==> src/rtl/inst_fetch.sv <==
// -----------------------------------------------------------------------------
// inst_fetch
//
// Instruction-fetch stage. Owns the architectural fetch PC and issues one
// 32-bit instruction read at a time to the memory controller. Each completed
// fetch is written into the instruction queue together with its PC and a
// static branch-prediction bit. A redirect (clear_i + clear_pc_i) from the
// branch-resolution / commit logic replaces the fetch PC and discards any
// fetch that is still in flight.
//
// Ports
//   clk          system clock
//   rst          synchronous, active-high reset
//   rdy          global ready; when low all state and outputs hold
//   clear_i      redirect / flush, same cycle as the queue's clear
//   clear_pc_i   redirect target PC
//   full_i       queue full (queue keeps 2 slots of slack)
//   mc_req_o     fetch request to the memory controller
//   mc_addr_o    fetch address
//   mc_done_i    1-cycle pulse, mc_inst_i valid
//   mc_inst_i    fetched instruction word
//   we_o         queue write strobe (1-cycle pulse)
//   inst_o       instruction to the queue
//   pc_o         PC of inst_o
//   bp_o         1 = predicted taken
//
// Static predictor: JAL is always taken, conditional branches are taken when
// their offset is negative (backward), everything else (including JALR)
// falls through to PC + 4.
// -----------------------------------------------------------------------------
module inst_fetch #(
    parameter logic [31:0] RESET_PC = 32'h0
) (
    input  logic        clk,
    input  logic        rst,
    input  logic        rdy,
    input  logic        clear_i,
    input  logic [31:0] clear_pc_i,
    input  logic        full_i,
    output logic        mc_req_o,
    output logic [31:0] mc_addr_o,
    input  logic        mc_done_i,
    input  logic [31:0] mc_inst_i,
    output logic        we_o,
    output logic [31:0] inst_o,
    output logic [31:0] pc_o,
    output logic        bp_o
);

    localparam logic [6:0] OP_JAL    = 7'b1101111;
    localparam logic [6:0] OP_BRANCH = 7'b1100011;

    // IDLE : no request outstanding, may issue when the queue has room
    // BUSY : request outstanding, its data will be written to the queue
    // FLUSH: request outstanding, but a redirect arrived; its data is dropped
    typedef enum logic [1:0] {
        IDLE  = 2'd0,
        BUSY  = 2'd1,
        FLUSH = 2'd2
    } state_t;

    state_t      state, state_n;
    logic [31:0] pc, pc_n;

    logic        req_n;
    logic [31:0] addr_n;
    logic        we_n;
    logic [31:0] inst_n;
    logic [31:0] pc_out_n;
    logic        bp_n;

    // -------------------------------------------------------------------------
    // Static predictor, decoded from the returning word. mc_addr_o is still the
    // address of that word on the done cycle, so it serves as the fetch PC.
    // -------------------------------------------------------------------------
    logic [6:0]  opcode;
    logic [31:0] j_imm;
    logic [31:0] b_imm;
    logic        pred_taken;
    logic [31:0] pred_next;

    always_comb begin
        opcode = mc_inst_i[6:0];
        j_imm  = {{12{mc_inst_i[31]}}, mc_inst_i[19:12], mc_inst_i[20],
                  mc_inst_i[30:21], 1'b0};
        b_imm  = {{20{mc_inst_i[31]}}, mc_inst_i[7], mc_inst_i[30:25],
                  mc_inst_i[11:8], 1'b0};

        pred_taken = 1'b0;
        pred_next  = mc_addr_o + 32'd4;

        if (opcode == OP_JAL) begin
            pred_taken = 1'b1;
            pred_next  = mc_addr_o + j_imm;
        end else if (opcode == OP_BRANCH && mc_inst_i[31]) begin
            // Sign bit of the B-immediate set: backward branch, assume a loop.
            pred_taken = 1'b1;
            pred_next  = mc_addr_o + b_imm;
        end
    end

    // -------------------------------------------------------------------------
    // Next-state / next-output logic
    // -------------------------------------------------------------------------
    always_comb begin
        // NOTE: every signal gets a default before the case so that no path
        // leaves one unassigned, which would otherwise infer a latch.
        state_n  = state;
        pc_n     = pc;
        req_n    = mc_req_o;
        addr_n   = mc_addr_o;
        we_n     = 1'b0;
        inst_n   = inst_o;
        pc_out_n = pc_o;
        bp_n     = bp_o;

        case (state)
            IDLE: begin
                if (clear_i) begin
                    pc_n = clear_pc_i;
                end else if (!full_i) begin
                    req_n   = 1'b1;
                    addr_n  = pc;
                    state_n = BUSY;
                end
            end

            BUSY: begin
                if (mc_done_i && !clear_i) begin
                    req_n    = 1'b0;
                    we_n     = 1'b1;
                    inst_n   = mc_inst_i;
                    pc_out_n = mc_addr_o;
                    bp_n     = pred_taken;
                    pc_n     = pred_next;
                    state_n  = IDLE;
                end else if (mc_done_i && clear_i) begin
                    req_n   = 1'b0;
                    pc_n    = clear_pc_i;
                    state_n = IDLE;
                end else if (clear_i) begin
                    // The controller cannot abort, so the request stays up and
                    // the eventual data is discarded in FLUSH.
                    pc_n    = clear_pc_i;
                    state_n = FLUSH;
                end
            end

            FLUSH: begin
                // A newer redirect always wins, even on the done cycle.
                if (clear_i) begin
                    pc_n = clear_pc_i;
                end
                if (mc_done_i) begin
                    req_n   = 1'b0;
                    state_n = IDLE;
                end
            end

            default: begin
                req_n   = 1'b0;
                state_n = IDLE;
            end
        endcase
    end

    // -------------------------------------------------------------------------
    // State and output registers. rst beats rdy so a stalled pipeline can
    // still be reset.
    // -------------------------------------------------------------------------
    always_ff @(posedge clk) begin
        // NOTE: sequential state uses non-blocking assignments so every
        // register samples the pre-edge values, independent of statement order.
        if (rst) begin
            state     <= IDLE;
            pc        <= RESET_PC;
            mc_req_o  <= 1'b0;
            mc_addr_o <= 32'h0;
            we_o      <= 1'b0;
            inst_o    <= 32'h0;
            pc_o      <= 32'h0;
            bp_o      <= 1'b0;
        end else if (rdy) begin
            state     <= state_n;
            pc        <= pc_n;
            mc_req_o  <= req_n;
            mc_addr_o <= addr_n;
            we_o      <= we_n;
            inst_o    <= inst_n;
            pc_o      <= pc_out_n;
            bp_o      <= bp_n;
        end
    end

endmodule

==> config.mk <==
export PLATFORM = sky130hd
export DESIGN_NAME = inst_fetch
export DESIGN_NICKNAME = d
export VERILOG_FILES = /design/src/rtl/inst_fetch.sv
export SDC_FILE = /design/constraint.sdc
export NUM_CORES = 1
export LEC_CHECK = 0
export CORE_MARGIN = 1
export CORE_UTILIZATION = 55
export CTS_BUF_LIST = sky130_fd_sc_hd__clkbuf_8 sky130_fd_sc_hd__clkbuf_16
export CTS_CLUSTER_SIZE = 12
export DETAILED_ROUTE_END_ITERATION = 6
export PLACE_DENSITY = 0.95
export SLEW_MARGIN = 0
export SYNTH_ARGS = -nofsm -noshare
export SYNTH_HDL_FRONTEND = slang
export SYNTH_SLANG_ARGS = --single-unit
==> constraint.sdc <==
create_clock -name clk -period 5.8 [get_ports clk]
set_clock_uncertainty 0.05 [all_clocks]
set_input_delay 1.16 -clock clk [delete_from_list [all_inputs] [get_ports clk]]
set_output_delay 1.16 -clock clk [all_outputs]
set_load 0.005 [all_outputs]
==> impl_results.md <==
- CTS root buffer: clkbuf_16
- Worst slew margin: 0.3991
- Congestion Overflow GR: 0
- Clock Path Buffers: 2
- Clk sink count: 133
- Synth Warn #: 0
- Int Power: 1.634 mW
- CP cell instances: clkdlybuf4s50_1 > ha_1 > a21oi_1 > o21bai_1 > a21oi_2 > o21ai_0 > a221oi_1 > nor2_1 > a2111oi_0 > a32oi_1 > a311oi_1
- Total GRT Usage: 0.3594
- CORE AREA: between 15000 and 20000 um2
- Largest fanout on the critical path: 17
- Synthesized area: 8681 um2
- # fillers: 1208
- Post-CTS resize count: 0
- Post-synth EDFFs: 0
- Setup CP Type: input pin to register
- Total CTS buffers: 17
- Routed vias/inst: about 6.3
- Routed len/inst: between 15 and 20 um
- #FFs+latches synth: between 100 and 150
- Fmax: approximately 0.22 GHz
- Most frequent cell after synthesis: nand2_1
- RSZ-0062 raised after global routing: false
- P_leak: 3.964 nW
- P_sw: 675.3 uW
- Worst-path clk slew: 0.07 ns
- Clk_lat worst skew: 0.43 ns
- Starting density of the core: 0.5668
- Slew @ Worst Pin: 0.9013 ns
- Yosys top cell area share: 0.3067
- Distinct cells, synth: 74
- Nets: 1437
- Mapped Nets: around 1.3k
- Maximum vdd drop: 0.0002039 V
- Sequential fraction of the synthesis area: 0.3067
- Pwr Density: between 200 and 250 nW/um2
- Seq. cell area: 2663 um2
- Required time worst endpoint: 6.09 ns
- # DRC: 0
- Final Max Slew Viols: 0
- Initial DRC Count: 1062
- Layout cell share with drive strength beyond 1: 0.06147
- Power share of the combinational group: 0.134
- Area after DPL: 10480 um2
- Flop pwr share: 0.416
- CTS Hold Bufs: 0
- Layout area overhead: 27.26%
- Initial antenna violation count: 0
- Ranking of synthesized cells by area: dfxtp_1 31%, nand2_1 11%, a21oi_1 9.7%
- Critical-path top delay cell: clkdlybuf4s50_1
- Outcome: finished clean
- Tcrit/Tclk final: 0.7797
- # diodes: 0
- Setup TNS Final: 0 ns
- First-pass GRT wire length: 45.82 mm
- Via count: 9659
- Hpwl dp: 20.40 mm
- Routability cong.: 1.002
- H-Tree Depth: 4
- Router iterations before antenna repair: 6
- Asr flop ratio synth: 0
- CTS tree: built
- Drt total wl: 29.37 mm
- Final Hold Violating Endpoints: 0
- Synth area leader: dfxtp_1
- Syn avg cell area: about 7.3 um2
- Syn Inst Count: 1194
- Die Ht: ~130 um
- Max Cap Viol: 0
- Die X: 127.6 um
- Hold Crit Class: register to register
- Design Area, Final: between 10000 and 15000 um2
- ANT nets after route: 0
- Clock Power Share: 0.450
- Site row count: 45
- WP buf/inv: 1
- Post-CTS Setup Bufs: 0
- Delay-heaviest family, CP: compound AO/OA/AOI/OAI gates
- Setup crit end kind: register
- Crit path arrival time: between 4 and 5 ns
- Die area: 16290 um2
- Startpoint types: input pin
- I/O Buffers: 168
- Vias in the first global route: 8897
- Switching Fraction: 0.2924
- CP peak stage delay: 0.88 ns
- Most common library cells after synthesis: 256 x nand2_1, 169 x a21oi_1, 133 x dfxtp_1, 107 x nor2_1, 65 x clkbuf_1
- Min cycle time layout: approximately 4.5 ns
- Multi-input combinational cell area: 5685 um2
- Primary FF master, synth: dfxtp_1
- Pin count of the biggest net entering global routing: 88
- Setup violations, final: 0
- IO Count: 169
path summary, 6_finish.rpt:
check / endpoint / slack [ns] / cells past startpoint / start
setup reg to reg: pc[21] / 2.27 / 11 / mc_addr_o[2]
hold reg to reg: mc_addr_o[22] / 0.40 / 2 / pc[22]
setup / recovery: pc[31] / 1.28 / 11 / mc_inst_i[31]
hold / removal: mc_addr_o[22] / 0.40 / 2 / pc[22]
cells in the final DEF, fill, tap and decap left out, types with 19 or more instances in the layout:
cell | Yosys | routed
a21oi_1 | 169 | 168
clkdlybuf4s50_1 | 0 | 167
dfxtp_1 | 133 | 133
ha_1 | 44 | 44
inv_1 | 19 | 19
nand2_1 | 256 | 255
nand3_1 | 28 | 28
nor2_1 | 107 | 104
o21ai_0 | 43 | 43
xnor2_1 | 37 | 37
state kept, by name, summed over array words and instances, names as in the netlist:
register   cells
inst_o        32
mc_addr_o     32
pc            32
pc_o          32
state          2
bp_o           1
mc_req_o       1
we_o           1
stage by stage:
stage / setup slack [ns] / total power, mW / utilization / std cells / hold slack (ns)
2_1_floorplan: 2.274 / 1.153 / - / 1194 / 0.3787
3_3_place_gp: 1.104 / 1.272 / 0.6846 / 1513 / 0.3867
3_5_place_dp: 0.9220 / 1.278 / 0.6846 / 1513 / 0.3920
4_1_cts: 1.383 / 2.300 / 0.7213 / 1545 / 0.3997
5_1_grt: 1.033 / 2.371 / 0.7213 / 1545 / 0.4192
6_report: 1.278 / 2.309 / 0.7213 / 1545 / 0.4010
layout make-up:
type,instances,share of cell area
clock inverters,15,0.01246
multi-input cells,967,0.5147
well taps,211,0.02390
flip-flops and latches,133,0.2410
repair buffers,182,0.1626
inverters,20,0.006796
clock buffers,17,0.03851
worst register-to-register path, cell delays in order, from the launching register on:
cell	delay [ns]
dfxtp_1	0.65
inv_1	0.20
fa_1	0.49
nor2b_1	0.18
o2111ai_1	0.17
a21oi_1	0.25
o31a_1	0.31
o21a_1	0.21
nor2_1	0.06
a221oi_1	0.32
o22ai_1	0.17
a2111oi_2	0.36
power by group through the flow:
stage | Combinational [mW] | Clock [mW] | Sequential, mW
2_1_floorplan | 0.182 | 0 | 0.971
3_3_place_gp | 0.294 | 0 | 0.978
3_5_place_dp | 0.300 | 0 | 0.979
4_1_cts | 0.303 | 1.04 | 0.959
5_1_grt | 0.334 | 1.08 | 0.961
6_report | 0.310 | 1.04 | 0.960
logic make-up after synthesis:
logic type,after synthesis,synth area share
multiplexers,10,0.01182
AND/OR/NAND/NOR,485,0.2429
adder cells (fa/ha/maj),46,0.06803
XOR/XNOR,53,0.05347
buffers and inverters,94,0.04165
AO/OA/AOI/OAI,373,0.2754
flip-flops,133,0.3067
metal layers:
metal | vias to the layer above | share of wire | global-route usage
met1 | 4485 | 0.41 | 0.4600
met3 | 84 | 0.10 | 0.08082
met4 | 0 | 0.032 | 0.1516
met2 | 577 | 0.46 | 0.5834
met5 | - | 0 | 0
li1 | 4513 | - | -
No activity file was read; power rests on OpenSTA's default activity.
